==> src/rtl/mem_stage.sv <==
// Memory pipeline stage: holds one entry from execute, waits for load data when
// needed, and hands the result to write-back under valid/allowin flow control.
module mem_stage (
  input  logic         clk,
  input  logic         reset,
  input  logic         ws_allowin,
  output logic         ms_allowin,
  input  logic         es_to_ms_valid,
  input  logic [134:0] es_to_ms_bus,
  output logic         ms_to_ws_valid,
  output logic [133:0] ms_to_ws_bus,
  input  logic [63:0]  data_sram_rdata,
  input  logic         data_sram_rvalid,
  output logic [4:0]   ms_fwd_dest,
  output logic         ms_fwd_block,
  output logic [7:0]   ms_wait_cnt,
  output logic [1:0]   ms_state_o
);

  // Handshake: a transfer happens on a rising edge where the sender's valid and
  // the receiver's allowin are both 1; valid payloads stay stable until taken.

  typedef enum logic [1:0] {
    S_IDLE = 2'd0,
    S_WAIT = 2'd1,
    S_DONE = 2'd2
  } state_e;

  state_e         state_q, state_d;
  logic           ms_valid_q, ms_valid_d;
  logic [134:0]   ms_bus_q, ms_bus_d;
  logic [63:0]    rdata_buf_q, rdata_buf_d;
  logic [7:0]     wait_cnt_q, wait_cnt_d;

  logic           ms_ready_go;
  logic           allowin_int;
  logic           accept;
  logic [63:0]    final_result;

  always_comb begin
    ms_ready_go = 1'b0;
    case (state_q)
      S_WAIT:  ms_ready_go = data_sram_rvalid;
      S_DONE:  ms_ready_go = 1'b1;
      default: ms_ready_go = 1'b0;
    endcase

    allowin_int = !ms_valid_q || (ms_ready_go && ws_allowin);
    accept      = es_to_ms_valid && allowin_int;

    state_d     = state_q;
    ms_valid_d  = ms_valid_q;
    ms_bus_d    = ms_bus_q;
    rdata_buf_d = rdata_buf_q;
    wait_cnt_d  = wait_cnt_q;

    if (allowin_int) begin
      ms_valid_d = es_to_ms_valid;
      if (es_to_ms_valid) begin
        ms_bus_d = es_to_ms_bus;
        state_d  = es_to_ms_bus[134] ? S_WAIT : S_DONE;
      end else begin
        state_d  = S_IDLE;
      end
    end else if (state_q == S_WAIT && data_sram_rvalid) begin
      // Data arrived but write-back is stalled: park it in the buffer.
      state_d = S_DONE;
    end

    if (state_q == S_WAIT && data_sram_rvalid) begin
      rdata_buf_d = data_sram_rdata;
    end

    if (accept && es_to_ms_bus[134]) begin
      wait_cnt_d = 8'd0;
    end else if (state_q == S_WAIT && !data_sram_rvalid && wait_cnt_q != 8'hFF) begin
      wait_cnt_d = wait_cnt_q + 8'd1;
    end

    if (!ms_bus_q[134]) begin
      final_result = ms_bus_q[127:64];
    end else if (state_q == S_WAIT) begin
      final_result = data_sram_rdata;
    end else begin
      final_result = rdata_buf_q;
    end
  end

  always_ff @(posedge clk) begin
    if (!reset) begin
      state_q     <= S_IDLE;
      ms_valid_q  <= 1'b0;
      rdata_buf_q <= 64'd0;
      wait_cnt_q  <= 8'd0;
    end else begin
      state_q     <= state_d;
      ms_valid_q  <= ms_valid_d;
      rdata_buf_q <= rdata_buf_d;
      wait_cnt_q  <= wait_cnt_d;
    end
  end

  // Payload is only meaningful while ms_valid_q is set, so it needs no reset.
  always_ff @(posedge clk) begin
    ms_bus_q <= ms_bus_d;
  end

  assign ms_allowin     = !reset || allowin_int;
  assign ms_to_ws_valid = reset && ms_valid_q && ms_ready_go;
  assign ms_to_ws_bus   = {ms_bus_q[133], ms_bus_q[132:128], final_result, ms_bus_q[63:0]};
  assign ms_fwd_dest    = (reset && ms_valid_q && ms_bus_q[133]) ? ms_bus_q[132:128] : 5'd0;
  assign ms_fwd_block   = reset && (state_q == S_WAIT) && !data_sram_rvalid;
  assign ms_wait_cnt    = wait_cnt_q;
  assign ms_state_o     = state_q;

endmodule

==> config.mk <==
export PLATFORM = sky130hd
export DESIGN_NAME = mem_stage
export DESIGN_NICKNAME = d
export VERILOG_FILES = /design/src/rtl/mem_stage.sv
export SDC_FILE = /design/constraint.sdc
export NUM_CORES = 1
export LEC_CHECK = 0
export ABC_AREA = 1
export CAP_MARGIN = 20
export CORE_MARGIN = 4
export CORE_UTILIZATION = 25
export DETAILED_ROUTE_END_ITERATION = 10
export DONT_BUFFER_PORTS = 1
export GPL_TIMING_DRIVEN = 0
export SLEW_MARGIN = 40
export SYNTH_ARGS = -nofsm -noshare
export SYNTH_HDL_FRONTEND = slang
export SYNTH_SLANG_ARGS = --single-unit
==> constraint.sdc <==
create_clock -name clk -period 8.99 [get_ports clk]
set_input_delay 2.2475 -clock clk [delete_from_list [all_inputs] [get_ports clk]]
set_output_delay 2.2475 -clock clk [all_outputs]
set_load 0.05 [all_outputs]
; Yosys cells after proc, flatten, opt, wreduce, memory -nomap -nowiden
; Index checks and enable logic that the tools add are counted.
[op_classes]
reduce_logical = 19
addsub = 1
mux = 8
eq_ne = 3
bitwise = 1
[ops]
columns = op, n
row1 = 2-to-1 mux 64 bit, 2
row2 = logical AND 1 bit, 11
row3 = "adder 8 x 1 -> 8 bit, second input constant", 1
row4 = 2-to-1 mux 2 bit, 4
row5 = "!= test 8 bit, second input constant", 1
row6 = 2-to-1 mux 5 bit, 1
row7 = zero test 1 bit, 3
row8 = "== test 2 x 1 -> 1 bit, second input constant", 1
row9 = "== test 2 bit, second input constant", 1
row10 = logical OR 1 bit, 2
row11 = case mux 1 bit (2 select lines), 1
row12 = AND reduction 2 bit, 1
row13 = nonzero test 2 bit, 1
row14 = OR reduction 2 bit, 1
row15 = inverter 1 bit, 1
[word_totals]
reg_bits = 210
in_bits = 204

; Depth between registers and ports, before layout
[logic_depth]
ltp_word = 7
depth_mapped = 9
mapped_depth_nobuf = 9

; Worst setup path before layout
; Ideal clock, no wire load.
[synth_timing]
path_kind = input to register
from = in data_sram_rvalid
to = reg ms_bus_q[0] (enable)
cell_stages = 4
setup_time_ns = 0.674
setup_slack_ns = -0.653
path_buffers = 0
arrival_time_ns = 8.969
required_ns = 8.316
cell_sequence = nand2_2 > nand2_1 > nand3_2 > a21oi_1
[synth_between]
elab_chain_len = 4
[synth_lines]
columns = element, line_no
row1 = "start, declared", 13  ; input logic data_sram_rvalid,
row2 = case mux 1 bit (2 select lines), 42  ; case (state_q)
row3 = logical AND 1 bit, 48  ; allowin_int = !ms_valid_q || (ms_ready_go && ws_allowin);
row4 = logical OR 1 bit, 48
row5 = AND reduction 2 bit (no source line), --
row6 = "end signal, assigned", 105  ; ms_bus_q <= ms_bus_d;
row7 = "end, declared", 31  ; logic [134:0] ms_bus_q, ms_bus_d;
; No other way between the ends.
; A chain may end at the register's enable or synchronous reset.

; Worst setup path after layout
[layout_timing]
from = in reset
to = out ms_fwd_dest[4]
[layout_between]
elab_chain_len = 3
[layout_lines]
columns = element, line_no
row1 = "start, declared", 5  ; input logic reset,
row2 = logical AND 1 bit (2 in series), 111  ; assign ms_fwd_dest = (reset && ms_valid_q && ms_bus_q[133]) ? ms_bus_q[132:128] : 5'd0;
row3 = 2-to-1 mux 5 bit, 111
row4 = "end, declared", 14  ; output logic [4:0] ms_fwd_dest,
; No other way between the ends.

==> results.md <==
- Status: complete, no violations
- Final GP Congestion: 0.859
- I/O pin cnt: 356
- Total CTS buffers: 24
- Hold WC Path Type: flop to flop
- Unrepaired setup endpoints after global routing: false
- Hold_buf cts: 0
- Startpoint Class: input pin
- Sw power: 0.000680 W
- Number of port buffers: 0
- Total congestion overflow: 0
- Total Wirelength: 26600 µm
- GRT Util Overall: 0.134
- Synthesized netlist cell count: 816
- Max H-tree Level: 1
- Clk_lat worst skew: between 500 and 600 ps
- Starting Density: 0.255
- Pre-antenna DRT Iters: 4
- Logic pwr share: 0.151
- Clk_skew: 8.16 ps
- Sequential fraction of the synthesis area: 0.642
- Area Overhead vs Synth: 21.9%
- Largest net degree at the start of global routing: 19
- Multi-input logic area: 2430 µm²
- Reg power frac: 0.464
- Max Clock Freq: approximately 170 MHz
- Drt wl/cell: 20.2 µm
- Mapped Nets: approximately 1000
- Setup bufs post-CTS: 0
- Worst setup EP type: primary output
- # fillers: 3432
- # rows: 67
- Core box area: 33900 µm²
- Synthesized area: 8650 µm²
- Max Cap Viol: 0
- Remaining DRCs: 0
- Worst slew pin tran: 782 ps
- First-pass GRT wire length: 39400 µm
- PwrDens: 227 nW/µm²
- DRT antenna net count: 0
- PostCTS Resize Cnt: 0
- Drt via density: 4.59
- Vias in the first global route: 6351
- CTS tree: yes
- Placed insts: 1273
- Synth Register Bits: 210
- Finished Core Util: 0.311
- Die ar.: 37600 µm²
- Type of the worst setup path: input pin to primary output
- Fin. Hold Viols: 0
- Min Tclk post-route: 5760 ps
- Die height: a little under 200 µm
- Crit path cell chain: buf_2 -> nand3_1 -> nor2_2
- Clk sinks: 210
- # nets final: 1058
- Root Driver: clkbuf_16
- Slew margin rel.: 0.479
- Clock buffer depth: 3
- Leakage: 4.06 nW
- Max incr delay on CP: roughly 600 ps
- Initial antenna violation count: 2
- Worst Path Required: just under 7000 ps
- Via count: slightly above 6000
- Internal power: 0.00171 W
- HPWL after DPL: between 20000 and 25000 µm
- Synthesized area per cell: 10.6 µm²
- Net Sw Frac: 0.285
- Setup TNS: 0 ps
- Final setup fails: 0
- Initial DRC count: 276
- CP arrival: 3510 ps
- Clock Pin Slew Worst Setup and Hold Paths: about 50 ps
- Worst IR drop on VDD: approximately 0.00016 V
- Layout Cells excl Fill: between 1000 and 1500
- Share of cells above drive strength 1: 0.257
- Critical Path Slowest Stage Cell: nor2_2
- Ys Warns: 0
- Die width: ~190 µm
- Slew Viols, Final: 0
- Clock group share of total power: 0.385
- Fin crit share: 0.640
- FF+latch area: about 5600 µm²
- Overall power: 0.00239 W
- Netlist cell types: 22
- CP Max Fanout: 10
==> sequential cells by signal (all words and copies together) (netlist names) <==
register,count
ms_valid_q,1
ms_wait_cnt,8
rdata_buf_q,64
ms_bus_q,135
ms_state_o,2
==> power by group through the flow <==
stage	sequential (W)	clock, W	combinational (W)
2_1_floorplan	0.00113	0	0.000281
6_report	0.00111	0.000920	0.000361
5_1_grt	0.00111	0.000995	0.000382
3_3_place_gp	0.00114	0	0.000328
4_1_cts	0.00111	0.000954	0.000367
3_5_place_dp	0.00113	0	0.000366
==> layer usage <==
layer / vias up / track usage / part of all wire
met5: - / 0 / 0.0013
met2: 285 / 0.240 / 0.50
met4: 4 / 0.0367 / 0.020
li1: 2844 / - / -
met1: 2885 / 0.152 / 0.38
met3: 37 / 0.0473 / 0.090
==> cell families (layout without fill, tap and decap cells) <==
kind of cell	after synthesis	count (layout)	share of synthesized area
AO/OA/AOI/OAI	265	265	0.163
XOR/XNOR	3	3	0.00304
other	0	1	0
buffers and inverters	206	259	0.126
flip-flops	210	210	0.642
adder cells (fa/ha/maj)	3	3	0.00434
AND/OR/NAND/NOR	129	129	0.0615
==> layout by cell type (no fill, tap or decap), types with 4 or more instances in the layout <==
cell and instances:
o21ai_1 61, a21oi_1 71, nand2_1 35, clkbuf_8 4, nand3_1 5, clkbuf_16 25
nor2_2 8, nor2_1 71, buf_4 78, clkbuf_1 29, buf_8 7, buf_2 21
o22ai_2 64, dfxtp_1 75, edfxtp_1 135, inv_1 85, o21ai_0 68, nand4_1 4
==> worst paths after layout <==
| check | end | from | cells after the start | slack [ps] |
|---|---|---|---|---|
| hold reg to reg | rdata_buf_q[0] | rdata_buf_q[0] | 2 | 520 |
| hold / removal | rdata_buf_q[0] | rdata_buf_q[0] | 2 | 520 |
| setup reg to reg | ms_bus_q[1] | ms_state_o[0] | 8 | 6450 |
| setup / recovery | ms_fwd_dest[4] | reset | 3 | 3230 |
==> metrics by stage <==
| stage | instance area (µm²) | setup slack (ps) | hold WS [ps] |
|---|---|---|---|
| 2_1_floorplan | 8650 | 2080 | 485 |
| 3_3_place_gp | 9210 | 191 | 501 |
| 3_5_place_dp | 9800 | 3190 | 506 |
| 4_1_cts | 10500 | 3180 | 519 |
| 5_1_grt | 10500 | 3140 | 541 |
| 6_report | 10500 | 3230 | 515 |
==> worst max-delay path: cells and delay by family <==
| kind | cells | cell delay [ps] |
|---|---|---|
| buffers and inverters | 1 | 240 |
| and+or+nand+nor | 2 | 1000 |
==> Yosys cell counts <==
| cell | n | area [µm²] |
|---|---|---|
| buf_4 | 78 | 586 |
| o22ai_1 | 64 | 400 |
| nor2_4 | 1 | 11.3 |
| nor2_2 | 1 | 6.26 |
| a21oi_1 | 72 | 360 |
| o21ai_0 | 68 | 340 |
| inv_2 | 3 | 11.3 |
| nor2_1 | 78 | 293 |
| clkbuf_1 | 19 | 71.3 |
| nand4_1 | 4 | 25.0 |
| o21ai_1 | 61 | 305 |
| edfxtp_1 | 135 | 4050 |
| buf_2 | 21 | 105 |
| nand2_2 | 3 | 18.8 |
| nand3_1 | 5 | 25.0 |
| dfxtp_1 | 75 | 1500 |
| nand2_1 | 35 | 131 |
| ha_1 | 3 | 37.5 |
| inv_1 | 85 | 319 |
| nand3_2 | 1 | 10.0 |
| xor2_1 | 3 | 26.3 |
| nand2_4 | 1 | 11.3 |
==> area by class of cell <==
type,count,area share
diodes,1,0.000237
plain buffers,118,0.0724
repair buffers,9,0.0152
inverters,88,0.0313
flip-flops and latches,210,0.527
clock inverters,4,0.00178
multi-input cells,400,0.231
clock buffers,40,0.0685
well taps,448,0.0532
Note: power is estimated with default switching activity, not from simulation.
